==> src/rtl/fmul_sched.sv <==
// Two-port scheduler sharing one flush-to-zero fmul: credit-gated round-robin issue,
// a tag pipeline that tracks each product's owner, and a per-port FWFT result FIFO.

module fmul (
    input  logic        clk,
    input  logic        rst,
    input  logic [31:0] a,
    input  logic [31:0] b,
    output logic [31:0] c
);
    logic        zero_q, zero_d;
    logic        sign_q, sign_d;
    logic [9:0]  exp_q, exp_d;
    logic [47:0] prod_q, prod_d;
    logic [31:0] c_q, c_d;
    logic [9:0]  exp_n;
    logic [22:0] man_n;

    always_comb begin
        zero_d = (a[30:23] == 8'd0) || (b[30:23] == 8'd0);
        sign_d = a[31] ^ b[31];
        // Two's-complement biased exponent sum; may go negative or above 254.
        exp_d  = {2'b00, a[30:23]} + {2'b00, b[30:23]} - 10'd127;
        prod_d = {24'd0, 1'b1, a[22:0]} * {24'd0, 1'b1, b[22:0]};

        exp_n  = exp_q + {9'd0, prod_q[47]};
        man_n  = prod_q[47] ? prod_q[46:24] : prod_q[45:23];
        if (zero_q)
            c_d = 32'd0;
        else if ($signed(exp_n) <= 10'sd0)
            c_d = {sign_q, 31'd0};
        else if ($signed(exp_n) >= 10'sd255)
            c_d = {sign_q, 8'hff, 23'd0};
        else
            c_d = {sign_q, exp_n[7:0], man_n};
    end

    always_ff @(posedge clk or posedge rst) begin
        if (rst) begin
            zero_q <= 1'b0;
            sign_q <= 1'b0;
            exp_q  <= 10'd0;
            prod_q <= 48'd0;
            c_q    <= 32'd0;
        end else begin
            zero_q <= zero_d;
            sign_q <= sign_d;
            exp_q  <= exp_d;
            prod_q <= prod_d;
            c_q    <= c_d;
        end
    end

    assign c = c_q;
endmodule

module fmul_sched #(
    parameter int LAT   = 2,
    parameter int DEPTH = 2
) (
    input  logic        clk,
    input  logic        rst,
    input  logic        req0_valid,
    input  logic [31:0] req0_a,
    input  logic [31:0] req0_b,
    output logic        req0_ready,
    input  logic        req1_valid,
    input  logic [31:0] req1_a,
    input  logic [31:0] req1_b,
    output logic        req1_ready,
    output logic        resp0_valid,
    output logic [31:0] resp0_c,
    input  logic        resp0_ready,
    output logic        resp1_valid,
    output logic [31:0] resp1_c,
    input  logic        resp1_ready
);
    localparam int CW = $clog2(DEPTH + 1);
    localparam int PW = (DEPTH > 1) ? $clog2(DEPTH) : 1;

    logic [1:0]    elig;
    logic          grant;
    logic          gid;
    logic [1:0]    grant_k;
    logic [1:0]    pop;
    logic [1:0]    wr_en;
    logic [1:0]    resp_ready_k;
    logic [31:0]   mul_a, mul_b, mul_c;

    logic          prio_q, prio_d;
    logic          tag_v_q  [LAT];
    logic          tag_v_d  [LAT];
    logic          tag_id_q [LAT];
    logic          tag_id_d [LAT];
    logic [CW-1:0] cred_q [2];
    logic [CW-1:0] cred_d [2];
    logic [CW-1:0] cnt_q  [2];
    logic [CW-1:0] cnt_d  [2];
    logic [PW-1:0] wp_q   [2];
    logic [PW-1:0] wp_d   [2];
    logic [PW-1:0] rp_q   [2];
    logic [PW-1:0] rp_d   [2];
    logic [31:0]   mem_q  [2][DEPTH];
    logic [31:0]   mem_d  [2][DEPTH];

    // A port may issue only while it owns a free FIFO slot; pops free credit next cycle.
    always_comb begin
        elig[0] = !rst && req0_valid && (cred_q[0] < CW'(DEPTH));
        elig[1] = !rst && req1_valid && (cred_q[1] < CW'(DEPTH));
        grant   = |elig;
        gid     = (&elig) ? prio_q : elig[1];
        grant_k = {grant && gid, grant && !gid};
        prio_d  = grant ? !gid : prio_q;
        mul_a   = 32'd0;
        mul_b   = 32'd0;
        if (grant) begin
            mul_a = gid ? req1_a : req0_a;
            mul_b = gid ? req1_b : req0_b;
        end
    end

    assign req0_ready = grant_k[0];
    assign req1_ready = grant_k[1];

    always_comb begin
        tag_v_d[0]  = grant;
        tag_id_d[0] = gid;
        for (int i = 1; i < LAT; i++) begin
            tag_v_d[i]  = tag_v_q[i-1];
            tag_id_d[i] = tag_id_q[i-1];
        end
    end

    always_comb begin
        resp_ready_k = {resp1_ready, resp0_ready};
        wr_en[0]     = tag_v_q[LAT-1] && !tag_id_q[LAT-1];
        wr_en[1]     = tag_v_q[LAT-1] && tag_id_q[LAT-1];
        mem_d        = mem_q;
        for (int k = 0; k < 2; k++) begin
            pop[k]  = resp_ready_k[k] && (cnt_q[k] != '0);
            wp_d[k] = wp_q[k];
            rp_d[k] = rp_q[k];
            if (wr_en[k]) begin
                mem_d[k][wp_q[k]] = mul_c;
                wp_d[k] = (wp_q[k] == PW'(DEPTH - 1)) ? '0 : wp_q[k] + PW'(1);
            end
            if (pop[k])
                rp_d[k] = (rp_q[k] == PW'(DEPTH - 1)) ? '0 : rp_q[k] + PW'(1);
            cnt_d[k]  = cnt_q[k] + CW'(wr_en[k]) - CW'(pop[k]);
            cred_d[k] = cred_q[k] + CW'(grant_k[k]) - CW'(pop[k]);
        end
    end

    always_ff @(posedge clk or posedge rst) begin
        if (rst) begin
            prio_q <= 1'b0;
            for (int i = 0; i < LAT; i++) begin
                tag_v_q[i]  <= 1'b0;
                tag_id_q[i] <= 1'b0;
            end
            for (int k = 0; k < 2; k++) begin
                cred_q[k] <= '0;
                cnt_q[k]  <= '0;
                wp_q[k]   <= '0;
                rp_q[k]   <= '0;
            end
        end else begin
            prio_q   <= prio_d;
            tag_v_q  <= tag_v_d;
            tag_id_q <= tag_id_d;
            cred_q   <= cred_d;
            cnt_q    <= cnt_d;
            wp_q     <= wp_d;
            rp_q     <= rp_d;
        end
    end

    always_ff @(posedge clk) begin
        mem_q <= mem_d;
    end

    assign resp0_valid = (cnt_q[0] != '0);
    assign resp1_valid = (cnt_q[1] != '0);
    assign resp0_c     = resp0_valid ? mem_q[0][rp_q[0]] : 32'd0;
    assign resp1_c     = resp1_valid ? mem_q[1][rp_q[1]] : 32'd0;

    fmul u_fmul (
        .clk (clk),
        .rst (rst),
        .a   (mul_a),
        .b   (mul_b),
        .c   (mul_c)
    );

    for (genvar k = 0; k < 2; k++) begin : g_chk
        a_no_overflow : assert property (@(posedge clk) disable iff (rst)
            !(wr_en[k] && (cnt_q[k] == CW'(DEPTH))));
        a_cred_bound : assert property (@(posedge clk) disable iff (rst)
            cred_q[k] <= CW'(DEPTH));
    end
endmodule

==> config.mk <==
export PLATFORM = sky130hd
export DESIGN_NAME = fmul_sched
export DESIGN_NICKNAME = d
export VERILOG_FILES = /design/src/rtl/fmul_sched.sv
export SDC_FILE = /design/constraint.sdc
export NUM_CORES = 2
export LEC_CHECK = 0
export BUFFER_PORTS_ARGS = -buffer_cell sky130_fd_sc_hd__buf_2
export CELL_PAD_IN_SITES_DETAIL_PLACEMENT = 0
export CELL_PAD_IN_SITES_GLOBAL_PLACEMENT = 2
export CORE_MARGIN = 2
export CORE_UTILIZATION = 44
export DETAILED_ROUTE_END_ITERATION = 6
export PLACE_DENSITY_LB_ADDON = 0.1
export RECOVER_POWER = 25
export SETUP_SLACK_MARGIN = 0.2
export SYNTH_ARGS = -nofsm -noshare
export SYNTH_HDL_FRONTEND = slang
export SYNTH_SLANG_ARGS = --single-unit
==> constraint.sdc <==
create_clock -name clk -period 16.9 [get_ports clk]
set_clock_uncertainty 0.15 [all_clocks]
set_input_delay 0.845 -clock clk [delete_from_list [all_inputs] [get_ports clk]]
set_output_delay 0.845 -clock clk [all_outputs]
set_load 0.01 [all_outputs]
==> out/results.txt <==
Congestion Overflow GR: 0
die footprint: 63,000 um2
Worst-Margin Slew: 1200 ps
sequential area share after synthesis: 0.223
GR Util All Layers: 0.253
most frequent cells in the layout: 603 x inv_1, 482 x fa_1, 374 x nor2_1, 291 x nand2_1, 201 x buf_2
period utilisation layout: 0.611
Slew headroom: 0.202
min Tclk post-route: 10,320 ps
cts hold-fix bufs: 0
Async SR Flop Fraction: 0.402
Initial Utilization: 0.445
number of setup buffers added after CTS: 0
critical path's largest stage delay: 780 ps
share of cells above drive strength 1: 0.103
#FFs+latches synth: 214
RSZ-0062 raised after global routing: no
vias in the first global route: 20,100
Total Power: 4.04 mW
HPWL Detailed: 61,900 um
Root Buffer: clkbuf_16
Lkg Pwr: 14.3 nW
Synth area leader: fa_1
VDD IR max: 0.108 mV
Num CTS Buffers: 17
r2r worst-path depth: 31
Top Ports: 202
Final Hold Viols: 0
post-CTS resize count: 0
Routed Antenna Nets: 0
# setup viols final: 0
Net Count, Synth: 3,547
Critical Path AT: 10,530 ps
critical path type: in -> reg
CP startpoint: req0_valid
Synth top area share: 0.360
Reg2Reg Launch Point: cred_q[3]$_DFF_PP0_
WL per Instance: 21.2 um
via count: 19,000
Hold WC Path Type: reg -> reg
EDFF count, synth: 128
Antenna Cells: 0
Slew Viols, Final: 0
Slowest-stage cell, CP: a22o_1
clock buffer depth: 3
Max-Cap Viols: 0
Skew-Pair Late Insertion Delay: 490 ps
GPL Wtd Cong: 0.910
largest net degree at the start of global routing: 70
synth warn: 0
Max H-tree Level: 1
endpoint class of the critical path: register
Final TNS setup: 0 ps
clock sink count: 214
Layout area overhead: 9.06%
First DRT Iteration DRCs: 1,266
library cells used by synthesis: 69
CP Data Required Time: 17,100 ps
Pwr per Cell Area: 138 nW/um2
first-pass GRT wire length: 121,000 um
Via density: 5.17
CP startpoint kind: primary input
Hold WS: 200 ps
hold wc startpoint: tag_id_d[0]$_DFF_PP0_
r2r setup slk: 6650 ps
worst-path maximum fanout: 37
commonest non-fill, non-tap cell in the layout: inv_1
floorplan core area: 60,400 um2
Chip Width: 251 um
Worst-path clk slew: 70 ps
syn_area_per_cell: 9.79 um2
ys flop type: edfxtp_1
Cell Area, Synth: 26,800 um2
CTS tree: done
1st-pass router iterations: 7
DR DRC count: 0
status: finished, final reports clean
dpl ws: 6080 ps
Area contributors post-synth: fa_1 36%, edfxtp_1 14%, ha_1 8.8%
DIE HEIGHT: 251 um
Min-Delay Path Depth: 0
# rows: 90
final worst setup slack: 6580 ps
initial antenna violation count: 0
Max Freq: 0.0969 GHz
Cells after Synth: 2,743
DRT Wirelength: 78,000 um
fin nets: 3,692
PortBufs: 201
## metal layers
metal	GRT usage	vias to the layer above	part of all wire
li1	-	8647	-
met1	0.355	9585	0.44
met2	0.413	696	0.46
met3	0.0382	117	0.069
met4	0.0684	0	0.028
met5	0	-	0
## metrics by stage
stage	cells	utilization	area [um2]
floorplan	2743	-	26800
global placement	3651	0.476	28800
detailed placement	3651	0.476	28800
CTS	3681	0.485	29300
global route	3681	0.485	29300
finish	3681	0.485	29300
## cells by family (layout without fill, tap and decap cells)
group,Yosys count,in the layout,synth area share
DFF,214,214,0.223
adders and majority gates,670,670,0.447
and+or+nand+nor,761,761,0.117
buffers and inverters,734,890,0.103
muxes,90,90,0.0336
AOI/OAI and AO/OA,215,215,0.0572
xor gates and xnor gates,59,59,0.0193
## where the power goes
group          leakage, nW  internal, mW  switching [mW]  total, mW
logic                 11.7          1.07            1.79       2.87
registers             2.31         0.698           0.103      0.801
clock network        0.253         0.198           0.172      0.370
## flip-flops by register name, summed over array words and instances (netlist names)
signal,cells
cred_q,4
rp_q,2
u_fmul.zero_q,1
u_fmul.exp_q,10
wp_q,2
tag_id_q,1
tag_id_d,1
tag_v_d,1
mem_q,128
prio_q,1
u_fmul.sign_q,1
u_fmul.prod_q,25
u_fmul.c,32
tag_v_q,1
cnt_q,4
## worst max-delay path, delay by kind of cell
kind | cells | cell delay [ps]
adders and majority gates | 8 | 3730
buffers and inverters | 10 | 1840
AOI/OAI and AO/OA | 9 | 2620
and+or+nand+nor | 5 | 1440
## layout make-up
type                            instances  area [um2]
Sequential cell                       214        6000
Tap cell                              782         978
Timing Repair Buffer                  248        1360
Fill cell                            5740       31100
Clock inverter                          8        55.1
Multi-Input combinational cell       1795       18100
Inverter                              612        2300
Clock buffer                           22         464
## cell usage after synthesis (3+ instances only)
| master | count |
|---|---|
| o21ai_0 | 21 |
| and2_1 | 6 |
| xnor2_1 | 35 |
| nand2_1 | 291 |
| dfrtp_1 | 86 |
| and4_1 | 3 |
| ha_1 | 188 |
| o21a_1 | 4 |
| a22o_1 | 36 |
| nand4_1 | 14 |
| nor3_1 | 5 |
| a22oi_1 | 25 |
| or2_2 | 4 |
| nand3_1 | 15 |
| buf_1 | 7 |
| mux2i_1 | 90 |
| and3_1 | 8 |
| nand2b_1 | 8 |
| nor2_1 | 379 |
| a21o_1 | 24 |
| a31oi_1 | 6 |
| clkbuf_1 | 115 |
| nor3b_1 | 4 |
| o22ai_1 | 4 |
| fa_1 | 482 |
| xor2_1 | 24 |
| o31ai_1 | 4 |
| edfxtp_1 | 128 |
| nor2b_1 | 7 |
| o21bai_1 | 11 |
| inv_1 | 604 |
| a21oi_1 | 54 |
| clkinv_1 | 6 |
## worst paths after layout
kind                                               end
setup / recovery           u_fmul.prod_q[43]$_DFF_PP0_
hold / removal                   tag_id_q[0]$_DFF_PP0_
setup reg to reg           u_fmul.prod_q[43]$_DFF_PP0_
hold reg to reg                  tag_id_q[0]$_DFF_PP0_
max in group asynchronous          rp_q[0]$_DFFE_PP0P_
min in group asynchronous         tag_v_d[0]$_DFF_PP0_
(Power assumes the default switching activity.)
